===== config.mk =====
export PLATFORM = sky130hd
export DESIGN_NAME = priority_arbiter_8
export DESIGN_NICKNAME = d
export VERILOG_FILES = /design/src/rtl/priority_arbiter_8.sv
export SDC_FILE = /design/constraint.sdc
export NUM_CORES = 1
export LEC_CHECK = 0
export ABC_AREA = 0
export BUFFER_PORTS_ARGS = -buffer_cell sky130_fd_sc_hd__buf_2
export CAP_MARGIN = 10
export CORE_MARGIN = 2
export CORE_UTILIZATION = 55
export CTS_CLUSTER_DIAMETER = 40
export DETAILED_ROUTE_END_ITERATION = 10
export PLACE_DENSITY = 0.79
export SETUP_SLACK_MARGIN = 0.5
export SLEW_MARGIN = 10
export SYNTH_ARGS = -nofsm -noshare
export SYNTH_HDL_FRONTEND = slang
export SYNTH_SLANG_ARGS = --single-unit

===== constraint.sdc =====
create_clock -name Clock_In -period 3.7 [get_ports Clock_In]
set_clock_uncertainty 0.05 [all_clocks]
set_input_delay 0.185 -clock Clock_In [delete_from_list [all_inputs] [get_ports Clock_In]]
set_output_delay 0.185 -clock Clock_In [all_outputs]
set_load 0.1 [all_outputs]

===== src/rtl/priority_arbiter_8.sv =====
// Eight-requester arbiter with fixed (index 7 highest) or round-robin selection,
// a registered one-hot grant with its index, and release/drop/timeout revocation.
module priority_arbiter_8 #(
    parameter int unsigned MAX_HOLD_CYCLES = 16
) (
    input  logic       Clock_In,
    input  logic       Reset_In,
    input  logic [7:0] Request_In,
    input  logic       Release_In,
    input  logic       Mode_In,
    output logic [7:0] Grant_Out,
    output logic [2:0] Grant_Index_Out,
    output logic       Grant_Valid_Out,
    output logic       Timeout_Out
);

    localparam int unsigned N  = 8;
    localparam int unsigned IW = 3;
    localparam int unsigned CW = 16;
    localparam logic            TIMEOUT_EN = (MAX_HOLD_CYCLES != 0);
    localparam logic [CW-1:0]   HOLD_LAST  = CW'(MAX_HOLD_CYCLES) - CW'(1);

    typedef enum logic [1:0] {
        IDLE     = 2'd0,
        BUSY     = 2'd1,
        COOLDOWN = 2'd2
    } state_t;

    state_t          state_q;
    logic [N-1:0]    grant_q;
    logic [IW-1:0]   index_q;
    logic            valid_q;
    logic            timeout_q;
    logic [IW-1:0]   last_q;
    logic [CW-1:0]   hold_q;

    logic [IW-1:0]   fixed_idx_c;
    logic [IW-1:0]   rr_idx_c;
    logic [IW-1:0]   probe_c;
    logic [IW-1:0]   win_idx_c;
    logic            owner_end_c;
    logic            timeout_c;

    // Winner selection; later loop iterations overwrite earlier ones, so the
    // last match is the highest index (fixed) or the nearest after last_q (RR).
    always_comb begin
        fixed_idx_c = '0;
        rr_idx_c    = '0;
        probe_c     = '0;
        for (int i = 0; i < int'(N); i++) begin
            if (Request_In[i]) begin
                fixed_idx_c = IW'(i);
            end
        end
        for (int k = int'(N); k >= 1; k--) begin
            probe_c = last_q + IW'(k);
            if (Request_In[probe_c]) begin
                rr_idx_c = probe_c;
            end
        end
        win_idx_c = Mode_In ? rr_idx_c : fixed_idx_c;
    end

    assign owner_end_c = Release_In || !Request_In[index_q];
    assign timeout_c   = TIMEOUT_EN && (hold_q == HOLD_LAST);

    always_ff @(posedge Clock_In or posedge Reset_In) begin
        if (Reset_In) begin
            state_q   <= IDLE;
            grant_q   <= '0;
            index_q   <= '0;
            valid_q   <= 1'b0;
            timeout_q <= 1'b0;
            last_q    <= IW'(7);
            hold_q    <= '0;
        end else begin
            timeout_q <= 1'b0;
            case (state_q)
                IDLE: begin
                    if (|Request_In) begin
                        state_q <= BUSY;
                        grant_q <= N'(1) << win_idx_c;
                        index_q <= win_idx_c;
                        valid_q <= 1'b1;
                        last_q  <= win_idx_c;
                        hold_q  <= '0;
                    end
                end
                BUSY: begin
                    hold_q <= hold_q + CW'(1);
                    if (owner_end_c || timeout_c) begin
                        state_q   <= COOLDOWN;
                        grant_q   <= '0;
                        index_q   <= '0;
                        valid_q   <= 1'b0;
                        // A coincident release or drop suppresses the timeout pulse.
                        timeout_q <= timeout_c && !owner_end_c;
                    end
                end
                COOLDOWN: state_q <= IDLE;
                default:  state_q <= IDLE;
            endcase
        end
    end

    assign Grant_Out       = grant_q;
    assign Grant_Index_Out = index_q;
    assign Grant_Valid_Out = valid_q;
    assign Timeout_Out     = timeout_q;

endmodule


==> Word level (Yosys, flattened, before mapping) <==
Index checks and enable logic that the tools add are counted.
W data, S select, Z words.
{ "totals": {"regBits": 34, "input_bits": 12, "output_inout_bits": 13, "word_cells": 91} }
{ "op_classes": {"n_addsub": 8, "order_cmp": 9, "eq_ne": 4, "shift": 1, "muxes": 50, "reduce_logical": 12} }
{ "op_table": {"columns": ["op", "count"], "rows": [
  ["$mux W3", 16],
  ["$lt A3 B4 Y1 const B", 9],
  ["$pmux W16 S2", 1],
  ["$bmux W1 S3", 9],
  ["$add A16 B1 Y16 const B", 1],
  ["$eq A16 B4 Y1 const B", 1],
  ["$mux W16", 1],
  ["$mux W8", 2],
  ["$pmux W8 S2", 1],
  ["$mux W1", 14],
  ["$add A3 B3 Y3 const B", 4],
  ["$reduce_or A8 Y1", 1],
  ["$shl A1 B3 Y8 const A", 1],
  ["$add A3 B2 Y3 const B", 2],
  ["$mux W2", 3],
  ["$pmux W3 S2", 1],
  ["$reduce_and A2 Y1", 3],
  ["$ne A2 B2 Y1 const B", 2],
  ["$pmux W2 S2", 1],
  ["$add A3 B1 Y3 const B", 1],
  ["$reduce_and A3 Y1", 1],
  ["$eq A2 B1 Y1 const B", 1],
  ["$logic_not A1 Y1", 2],
  ["$logic_not A2 Y1", 1],
  ["4 further kinds", 5]
]} }

==> Longest topological paths before layout <==
Gate-level depths: netlist of run 1.
{ "logic_depth": {"depth_word": 14, "depth_mapped": 14, "depth_no_buf": 9} }

==> Worst setup path after synthesis of run 1 <==
No wires, ideal clock.
{ "synth_path": {"path_type": "reg-to-reg", "startpoint": "register last_q[0]", "endpoint": "register grant_q[2], in the netlist Grant_Out[2]", "setup_ns": 0.123, "t_arrival_ns": 3.224, "required_time_ns": 3.527, "path_slack_ns": 0.303, "stages_incl_launch_ff": 14, "path_buffers": 4, "period_less_slack_ns": 3.397, "path_cell_list": "dfstp_2 > buf_6 > buf_6 > buf_2 > inv_1 > ha_1 > buf_2 > mux4_2 > mux2i_2 > nand3_1 > or3b_4 > o22ai_4 > inv_2 > a32o_1"} }
{ "synth_between": {"elab_chain_cells": 14, "word_cells_on_any_way": 35, "classes_between": "7 x add/sub; 1 x shift; 27 x mux"} }
{ "synth_rtl": {"columns": ["item", "line", "text"], "rows": [
  ["start, declared", "34", "logic [IW-1:0] last_q;"],
  ["start signal, assigned", "85", "last_q <= win_idx_c;"],
  ["$add A3 B3 Y3 / $bmux W1 S3 (equally long branches)", "56, 57", null],
  ["$bmux W1 S3 / $mux W1 (equally long branches)", "57", "if (Request_In[probe_c]) begin"],
  ["$mux W1 (implied by the code) / $mux W3 (equally long branches)", "57", null],
  ["$mux W3 (6 in series)", "57", null],
  ["$mux W3 (*)", "57", null],
  ["$mux W3 (*)", "61", "win_idx_c = Mode_In ? rr_idx_c : fixed_idx_c;"],
  ["$shl A1 B3 Y8 (*)", "82", "grant_q <= N'(1) << win_idx_c;"],
  ["$mux W8 (*)", "80", "if (|Request_In) begin"],
  ["$pmux W8 S2 (*)", "78", "case (state_q)"],
  ["end signal, assigned", "82", null],
  ["end, declared", "30", "logic [N-1:0] grant_q;"]
]} }
Every way passes the cells marked *; elsewhere a longest branch is shown, timed or not. The select of a mux whose other input is x is not followed.
A chain may end at the register's enable or synchronous reset.

==> Final worst setup path of run 1 <==
{ "layout_path": {"startpoint": "register last_q[1]", "endpoint": "register grant_q[6], in the netlist Grant_Out[6]"} }
The elaborated chain is that of the path after synthesis.

==> impl_metrics.json, run 1 <==
{
  "io_pins": 25,
  "synthSimpleGateAreaFrac_pct": 16.6,
  "ys_warn_count": 0,
  "syn_to_final_growth_pct": 10.5,
  "fin_tns_setup_ns": 0,
  "max_cap_violations": 0,
  "hold_violations": 0,
  "dieArea_mm2": 0.00532,
  "grt_pass1_wl_mm": 9.80,
  "dp_cells": 334,
  "netlist.top_cell.by_area": "dfrtp_1",
  "regArea_um2": 855,
  "max-slew-margin-rel_pct": 56.0,
  "fmax_ghz": 0.324,
  "yosys.cell_types.count": 60,
  "core_area_mm2": 0.00466,
  "netlist_top_cells_count": "dfrtp_1, o21ai_0, nand2_1",
  "ant_nets": 0,
  "drt_iter0_markers": 262,
  "multi_input_area_mm2": 0.00163,
  "holdPathStages": 3,
  "r2r_cells": 9,
  "synth_xor_area_share_pct": 2.01,
  "worst_slew_pin_slew_ns": 0.658,
  "netlist_area_mm2": 0.00262,
  "setup_viol": 0,
  "insertion_delay_ns": 0.29,
  "min_period_over_period_pct": 83.3,
  "nFillCells": 383,
  "dp_hpwl_mm": 4.04,
  "antenna_cells": 0,
  "synth_enable_flop_cells": 0,
  "syn_inst": 277,
  "die_y_um": 73.0,
  "rsz0062_at_grt": "false",
  "place_area_mm2": 0.00272,
  "h-tree-depth": 2,
  "wl_per_cell_um": 17.3,
  "ys_seq_area_share_pct": 32.7,
  "globalplace.congestion": 0.903,
  "stdcell_area_mm2": 0.00289,
  "yosysTopAreaCellShare_pct": 29.7,
  "endpoint_kind": "flip-flop",
  "crit_required_ns": 3.83,
  "async_flop_share_pct": 100,
  "cp_max_fo": 11,
  "fin_cells": 349,
  "path_clk_slew_ns": 0.07,
  "finalCriticalPeriod_ns": 3.08,
  "drv_slew": 0,
  "grt_usage_pct": 23.5,
  "vias_per_cell": 6.64,
  "routed_wl_mm": 6.03,
  "syn_avg_cell_area_um2": 9.44,
  "cts_buffers": 5,
  "synth_top_family_by_area": "compound AO/OA/AOI/OAI gates",
  "status": "complete, no violations",
  "num_vias": 2319,
  "grt_overflow": 0,
  "drc_errors": 0,
  "hold_path_class": "input port to flip-flop",
  "cts.sinks": 34,
  "grt_max_degree": 25,
  "ys_seq_elements": 34,
  "synth_area_leaders": "dfrtp_1, mux4_2, o21ai_0",
  "row_count": 25,
  "antenna_found_initial": 0,
  "arrival_ns": 3.21,
  "final_nets": 309,
  "drive_gt1_share_pct": 26.1,
  "synth_fa_ha_area_share_pct": 1.43,
  "crit_type": "flip-flop to flip-flop",
  "worstSetupStartpointType": "flip-flop",
  "cts_tree": "yes",
  "grt_pass1_vias": 2043,
  "firstDrtPassIters": 5,
  "ys.flop_type": "dfrtp_1",
  "root_buffer": "clkbuf_8",
  "syn-num-nets": 292,
  "muxShareOfSynthArea_pct": 19.4,
  "clk_path_buf_depth": 2,
  "fp.dieW_um": 73.0,
  "start_util_pct": 56.1,
  "port_buffers": 24,
  "synth_compound_area_share_pct": 21.6
}
## per-layer routing
layer / global-route usage (%) / routed length, µm
met5: 0 / 0
met1: 32.0 / 2700
met2: 37.7 / 2970
met3: 4.42 / 278
met4: 8.44 / 91
## cells by family (layout without fill, tap and decap cells)
logic type | after synthesis | in the layout
xor gates and xnor gates | 6 | 6
muxes | 33 | 33
adders and majority gates | 3 | 3
DFF | 34 | 34
buffers and inverters | 34 | 52
AOI/OAI and AO/OA | 84 | 84
and+or+nand+nor | 83 | 83
## cells in the final DEF (no fill, tap or decap), types with 3 or more instances in the layout
cell / instances
o22ai_1: 3
buf_2: 24
a32o_1: 6
mux2_2: 5
nor4_1: 5
nand3_1: 9
a21o_1: 3
dfstp_2: 3
o21ai_0: 31
a21oi_1: 11
and2_1: 4
dfrtp_1: 31
clkbuf_8: 6
nand2_1: 26
xor2_1: 4
nor2_1: 11
inv_1: 5
a31oi_1: 3
and3_1: 5
nor2b_1: 5
a22o_1: 3
nor3_1: 3
nand2b_1: 5
mux2i_1: 11
buf_4: 11
mux4_2: 13
## state kept, by name, summed over array words and instances, names as in the netlist
register	count
hold_q	16
Grant_Out	8
Grant_Index_Out	3
last_q	3
state_q	2
Grant_Valid_Out	1
Timeout_Out	1
## path summary, 6_finish.rpt
path / end / slack [ns] / startpoint
setup reg to reg: Grant_Out[6]$_DFFE_PP0P_ / 0.62 / last_q[1]$_DFFE_PP1P_
hold / removal: Timeout_Out$_DFF_PP0_ / 0.1 / Release_In
min in group asynchronous: Grant_Index_Out[2]$_DFFE_PP0P_ / 0.40 / Reset_In
hold reg to reg: hold_q[15]$_DFFE_PP0P_ / 0.44 / hold_q[15]$_DFFE_PP0P_
setup / recovery: Grant_Out[6]$_DFFE_PP0P_ / 0.62 / last_q[1]$_DFFE_PP1P_
max in group asynchronous: last_q[1]$_DFFE_PP1P_ / 2.49 / Reset_In
## metrics by stage
step	setup WS, ns	hold slack [ns]	utilization, %
6_report	0.618	0.0994	62.0
5_1_grt	0.487	0.125	62.0
4_1_cts	0.541	0.0978	60.6
3_5_place_dp	0.553	0.165	58.3
3_3_place_gp	0.593	0.161	58.3
2_1_floorplan	0.428	0.274	-
## critical path, cell delays in order, from the launching register on
cell and delay (ns):
dfstp_2 0.53, inv_1 0.08, ha_4 0.36, mux4_2 0.59, mux2i_2 0.26, nand3_1 0.16
or3b_4 0.40, o22ai_4 0.21, nor3_2 0.09, a22o_1 0.22
## repair_timing
action	4_1_cts	5_1_grt
hold buffers	1	0
setup endpoints to repair	0	12
gates resized for setup	0	4
setup buffers	0	6
hold endpoints to repair	10	0
## final cells by class
class / count / area share [%]
repair buffers: 36 / 7.36
inverters: 8 / 1.04
well taps: 54 / 2.34
multi-input cells: 209 / 56.4
flip-flops and latches: 34 / 29.6
clock inverters: 2 / 0.433
clock buffers: 6 / 2.86
Power of run 1 is not shown: default switching activity piles up to over one toggle a cycle in this logic, so the estimate is an artifact.
==> run 2: changes to the inputs <==
--- a/config.mk
+++ b/config.mk
@@ -9,10 +9,10 @@
 export BUFFER_PORTS_ARGS = -buffer_cell sky130_fd_sc_hd__buf_2
 export CAP_MARGIN = 10
 export CORE_MARGIN = 2
-export CORE_UTILIZATION = 55
+export CORE_UTILIZATION = 54
 export CTS_CLUSTER_DIAMETER = 40
 export DETAILED_ROUTE_END_ITERATION = 10
-export PLACE_DENSITY = 0.79
+export PLACE_DENSITY = 0.81
 export SETUP_SLACK_MARGIN = 0.5
 export SLEW_MARGIN = 10
 export SYNTH_ARGS = -nofsm -noshare
==> constraint.sdc (replaced) <==
create_clock -name Clock_In -period 2.6 [get_ports Clock_In]
set_clock_uncertainty 0.05 [all_clocks]
set_input_delay 0.13 -clock Clock_In [delete_from_list [all_inputs] [get_ports Clock_In]]
set_output_delay 0.13 -clock Clock_In [all_outputs]
set_load 0.1 [all_outputs]
==> run 2 against run 1 <==
The run now ends with negative hold slack, negative setup slack left. Register-to-register slack lost 1.0 ns. Fmax grew 3.3%. Design area grew 15%. First-iteration DRC count grew 1.9%. Routed wire length grew 23%. Global-route usage grew 4.8 points. Critical endpoint is now Grant_Out[3]$_DFFE_PP0P_.
==> impl_metrics.json, run 2 (synthesis gave the netlist of run 1 again) <==
{
  "num_vias": 2631,
  "largest_register_ffs": 16,
  "final_nets": 340,
  "min_period_over_period_pct": 115,
  "grt_max_degree": 28,
  "drive_gt1_share_pct": 41.1,
  "ant_nets": 0,
  "violations": "negative hold slack, negative setup slack",
  "whs_ns": -0.00341,
  "clk_path_buf_depth": 2,
  "wl_per_cell_um": 19.5,
  "top_register": "hold_q",
  "cts_tree": "yes",
  "firstDrtPassIters": 5,
  "hold_path_class": "input port to async pin",
  "fp.dieW_um": 73.6,
  "arrival_ns": 3.13,
  "cts.sinks": 34,
  "cts_buffers": 5,
  "finalCriticalPeriod_ns": 2.98,
  "max-slew-margin-rel_pct": 33.9,
  "row_count": 25,
  "final_cell_mix": "buf_4, dfrtp_1, nand2_1, o21ai_0, buf_2",
  "final_common_cell": "buf_4",
  "grt_pass1_wl_mm": 11.7,
  "globalplace.congestion": 0.881,
  "dieArea_mm2": 0.00542,
  "root_buffer": "clkbuf_8",
  "dp_hpwl_mm": 4.71,
  "die_y_um": 73.6,
  "start_util_pct": 55.8,
  "setup_viol": 14,
  "crit_type": "flip-flop to flip-flop",
  "port_buffers": 24,
  "worst_slew_pin_slew_ns": 0.991,
  "grt_overflow": 0,
  "crit_required_ns": 2.75,
  "fin_cells": 380,
  "routed_wl_mm": 7.41,
  "fmax_ghz": 0.335,
  "io_pins": 25,
  "drt_iter0_markers": 267,
  "hold_violations": 2,
  "drv_slew": 0,
  "syn_to_final_growth_pct": 27.3,
  "endpoint_kind": "flip-flop",
  "rsz0062_at_grt": "true",
  "ctsHoldBuffers": 0,
  "path_clk_slew_ns": 0.08,
  "insertion_delay_ns": 0.30,
  "grt_usage_pct": 28.3,
  "dp_cells": 363,
  "status": "complete, but fails checks",
  "worstSetupStartpointType": "flip-flop",
  "h-tree-depth": 2,
  "core_area_mm2": 0.00469,
  "antenna_found_initial": 0,
  "cp_max_fo": 7,
  "max_cap_violations": 0,
  "antenna_cells": 0,
  "drc_errors": 0,
  "fin_ws_ns": -0.383,
  "grt_pass1_vias": 2368,
  "vias_per_cell": 6.92
}
==> run 2: changes by cell type in the layout (fill, tap and decap cells not counted), sizes merged <==
cell,before,now
clkinvlp,1,2
o21ai,32,33
bufinv,0,1
clkinv,2,1
clkbuf,6,5
dlygate4sd3,1,0
buf,35,66
==> run 2: layout make-up <==
type	count	area, µm²
Clock buffer	5	68.8
Clock inverter	3	45.0
Fill cell	328	1360
Inverter	8	32.5
Multi-Input combinational cell	210	1800
Sequential cell	34	863
Tap cell	54	67.6
Timing Repair Buffer	66	450
==> run 2: worst max-delay path, cell delays in order (launching register included) <==
cell and delay, ns:
dfstp_2 0.56, inv_4 0.04, ha_4 0.32, buf_6 0.12, mux4_2 0.54, mux2i_4 0.20
nand3_2 0.09, or3b_4 0.39, o22ai_4 0.25, inv_2 0.07, a32o_1 0.26
==> run 2: final timing paths <==
kind                                     startpoint  slack (ns)                        endpoint  cells after the start
setup / recovery              last_q[0]$_DFFE_PP1P_       -0.38        Grant_Out[3]$_DFFE_PP0P_                     10
setup reg to reg              last_q[0]$_DFFE_PP1P_       -0.38        Grant_Out[3]$_DFFE_PP0P_                     10
min in group Clock_In                    Release_In        0.04           Timeout_Out$_DFF_PP0_                      3
hold / removal                             Reset_In      -0.003        Grant_Out[6]$_DFFE_PP0P_                      2
hold reg to reg            Grant_Out[1]$_DFFE_PP0P_        0.44        Grant_Out[1]$_DFFE_PP0P_                      1
max in group asynchronous                  Reset_In        1.79  Grant_Index_Out[0]$_DFFE_PP0P_                      2
==> run 2: routing by layer <==
layer	routed length, µm	global-route usage [%]
met5	0	0
met4	243	9.29
met3	590	4.94
met2	3660	47.4
met1	2920	37.1
==> run 2: through the flow <==
| step | utilization (%) | setup slack (ns) | TNS, ns | instance area, µm² | hold slack, ns |
|---|---|---|---|---|---|
| after floorplan | - | -0.671 | -7.35 | 2750 | 0.219 |
| after global routing | 71.0 | -0.484 | -5.82 | 3330 | 0.0848 |
| final | 71.0 | -0.383 | -4.48 | 3330 | -0.00341 |
| after global placement | 64.5 | -0.358 | -3.99 | 3020 | 0.341 |
| after detailed placement | 64.5 | -0.433 | -4.83 | 3020 | 0.345 |
| after CTS | 69.0 | -0.340 | -3.76 | 3240 | 0.0236 |
==> run 2: repair_timing <==
item,CTS,global route
resized for setup,15,13
buffers inserted,5,3
endpoints found under the setup margin,15,15
gates cloned,0,1
pin swaps,13,6
Power of run 2 is left out for the same reason.
==> run 3: changes to the inputs <==
--- a/config.mk
+++ b/config.mk
@@ -8,11 +8,12 @@
 export ABC_AREA = 0
 export BUFFER_PORTS_ARGS = -buffer_cell sky130_fd_sc_hd__buf_2
 export CAP_MARGIN = 10
-export CORE_MARGIN = 2
-export CORE_UTILIZATION = 54
+export CORE_MARGIN = 4
+export CORE_UTILIZATION = 55
 export CTS_CLUSTER_DIAMETER = 40
+export CTS_CLUSTER_SIZE = 20
 export DETAILED_ROUTE_END_ITERATION = 10
-export PLACE_DENSITY = 0.81
+export PLACE_DENSITY = 0.79
 export SETUP_SLACK_MARGIN = 0.5
 export SLEW_MARGIN = 10
 export SYNTH_ARGS = -nofsm -noshare
==> constraint.sdc (replaced) <==
create_clock -name Clock_In -period 3.7 [get_ports Clock_In]
set_clock_uncertainty 0.05 [all_clocks]
set_input_delay 0.185 -clock Clock_In [delete_from_list [all_inputs] [get_ports Clock_In]]
set_output_delay 0.185 -clock Clock_In [all_outputs]
set_load 0.1 [all_outputs]
==> run 3 against run 2 <==
The run now ends clean. Routed wire length fell by 16%. Fmax fell by 3.3%. Critical path type unchanged. Design area fell by 13%. Non-clock buffer count fell by 32. Critical endpoint is now Grant_Out[0]$_DFFE_PP0P_. Die area rose by 9.4%.
==> impl_metrics.json, run 3 (synthesis gave the netlist of run 1 again) <==
{
  "status": "complete, no violations",
  "top_register": "hold_q",
  "cts.sinks": 34,
  "largest_register_ffs": 16,
  "h-tree-depth": 2,
  "drive_gt1_share_pct": 25.6,
  "core_area_mm2": 0.00447,
  "fin_util_pct": 64.5,
  "syn_to_final_growth_pct": 10.3,
  "setup_viol": 0,
  "grt_pass1_vias": 2213,
  "ctsHoldBuffers": 0,
  "die_y_um": 77.0,
  "row_count": 24,
  "insertion_delay_ns": 0.29,
  "final_cell_mix": "dfrtp_1, o21ai_0, nand2_1",
  "r2r_setup_slack_ns": 0.61,
  "stdcell_area_mm2": 0.00289,
  "drv_slew": 0,
  "dp_hpwl_mm": 4.36,
  "fp.dieW_um": 77.0,
  "cp_max_fo": 12,
  "antenna_cells": 0,
  "root_buffer": "clkbuf_8",
  "max_cap_violations": 0,
  "ant_nets": 0,
  "endpoint_kind": "flip-flop",
  "power.density_mw_per_mm2": 1060,
  "start_util_pct": 58.5,
  "rr_startpoint": "last_q[1]$_DFFE_PP1P_",
  "globalplace.congestion": 0.946,
  "rsz0062_at_grt": "false",
  "crit_required_ns": 3.83,
  "vias_per_cell": 6.74,
  "fmax_ghz": 0.324,
  "final_nets": 307,
  "crit_type": "flip-flop to flip-flop",
  "arrival_ns": 3.22,
  "fin_tns_setup_ns": 0,
  "ir_worst_vdd_uv": 505,
  "path_clk_slew_ns": 0.08,
  "fin_cells": 345,
  "grt_usage_pct": 21.6,
  "min_period_over_period_pct": 83.4,
  "port_buffers": 24,
  "globalRouteMet1Util_pct": 30.5,
  "place_area_mm2": 0.00272,
  "r2r_cells": 9,
  "hold_path_class": "input port to async pin",
  "finalCriticalPeriod_ns": 3.09,
  "cts_tree": "yes",
  "r2r-end": "Grant_Out[0]$_DFFE_PP0P_",
  "hold_violations": 0,
  "cts_buffers": 5,
  "antenna_found_initial": 0,
  "worst_slew_pin_slew_ns": 0.995,
  "io_pins": 25,
  "drc_errors": 0,
  "firstDrtPassIters": 5,
  "routed_wl_mm": 6.24,
  "dieArea_mm2": 0.00592,
  "dp_cells": 332,
  "grt_overflow": 0,
  "drt_iter0_markers": 289,
  "worstSetupStartpointType": "flip-flop",
  "clk_path_buf_depth": 2,
  "use_met2_pct": 34.0,
  "wl_per_cell_um": 18.1,
  "num_vias": 2327,
  "grt_util_met3_pct": 4.57,
  "nFillCells": 348,
  "grt_pass1_wl_mm": 10.5,
  "grt_max_degree": 28,
  "busiest_layer": "met2",
  "power.leakage_uw": 0.00124,
  "max-slew-margin-rel_pct": 33.6
}
-- run 3: cell types whose count changed in the layout (fill, tap and decap cells not counted), moves of 3 or more --
cell	previous run	this run
buf_4	38	10
o21ai_2	3	0
a21oi_1	8	11
mux2_2	2	5
mux2_4	4	1
buf_6	4	0
o21ai_0	26	31
dfrtp_1	28	31
-- run 3: power breakdown --
| part | switching (µW) | internal [µW] |
|---|---|---|
| clock network | 147 | 200 |
| registers | 86.0 | 474 |
| logic | 1320 | 842 |
-- run 3: critical path, cell delays in order, from the launching register on --
cell and delay (ns):
dfstp_2 0.53, inv_1 0.09, ha_4 0.38, mux2_2 0.37
a22o_1 0.23, or4_1 0.52, a31oi_2 0.27, o22ai_4 0.15
buf_4 0.16, a32o_1 0.23
-- run 3: stage by stage --
step | setup WS (ns) | hold slack, ns | total power (µW)
2_1_floorplan | 0.428 | 0.274 | 2290
3_5_place_dp | 0.534 | 0.402 | 2590
6_report | 0.615 | 0.0647 | 3070
5_1_grt | 0.466 | 0.0778 | 3280
3_3_place_gp | 0.602 | 0.404 | 2560
4_1_cts | 0.518 | 0.0888 | 2940
-- run 3: layer usage --
layer,wire length (µm),vias to the layer above,part of all wire (%)
met3,518,14,8.3
met2,2900,120,46
met4,74,0,1.2
met1,2750,1117,44
met5,0,-,0
li1,-,1076,-
-- run 3: cell type report --
type                       instances  area [µm²]  share of cell area [%]
multi-input combinational        209        1630                    56.4
sequential                        34         855                    29.6
timing repair buffer              34         195                    6.76
clock buffer                       5        68.8                    2.38
tap                               52        65.1                    2.25
clock inverter                     3        45.0                    1.56
inverter                           8        30.0                    1.04
-- run 3: worst max-delay path by stage --
| stage | from | to | slack [ns] | cells past startpoint |
|---|---|---|---|---|
| after floorplan | last_q[0]$_DFFE_PP1P_ | Grant_Out[2]$_DFFE_PP0P_ | 0.43 | 13 |
| after global placement | last_q[1]$_DFFE_PP1P_ | Grant_Out[3]$_DFFE_PP0P_ | 0.60 | 9 |
| after detailed placement | last_q[1]$_DFFE_PP1P_ | Grant_Out[2]$_DFFE_PP0P_ | 0.53 | 9 |
| after CTS | last_q[1]$_DFFE_PP1P_ | Grant_Out[2]$_DFFE_PP0P_ | 0.52 | 9 |
| after global routing | last_q[1]$_DFFE_PP1P_ | Grant_Out[3]$_DFFE_PP0P_ | 0.47 | 10 |
| final | last_q[1]$_DFFE_PP1P_ | Grant_Out[0]$_DFFE_PP0P_ | 0.61 | 9 |
-- run 3: repair_timing --
action | in CTS | in global routing
setup endpoints to repair | 0 | 14
resized for setup | 0 | 3
endpoints found under the hold margin | 0 | 0
setup buffers | 0 | 5
Note: power is estimated with default switching activity, not from simulation.
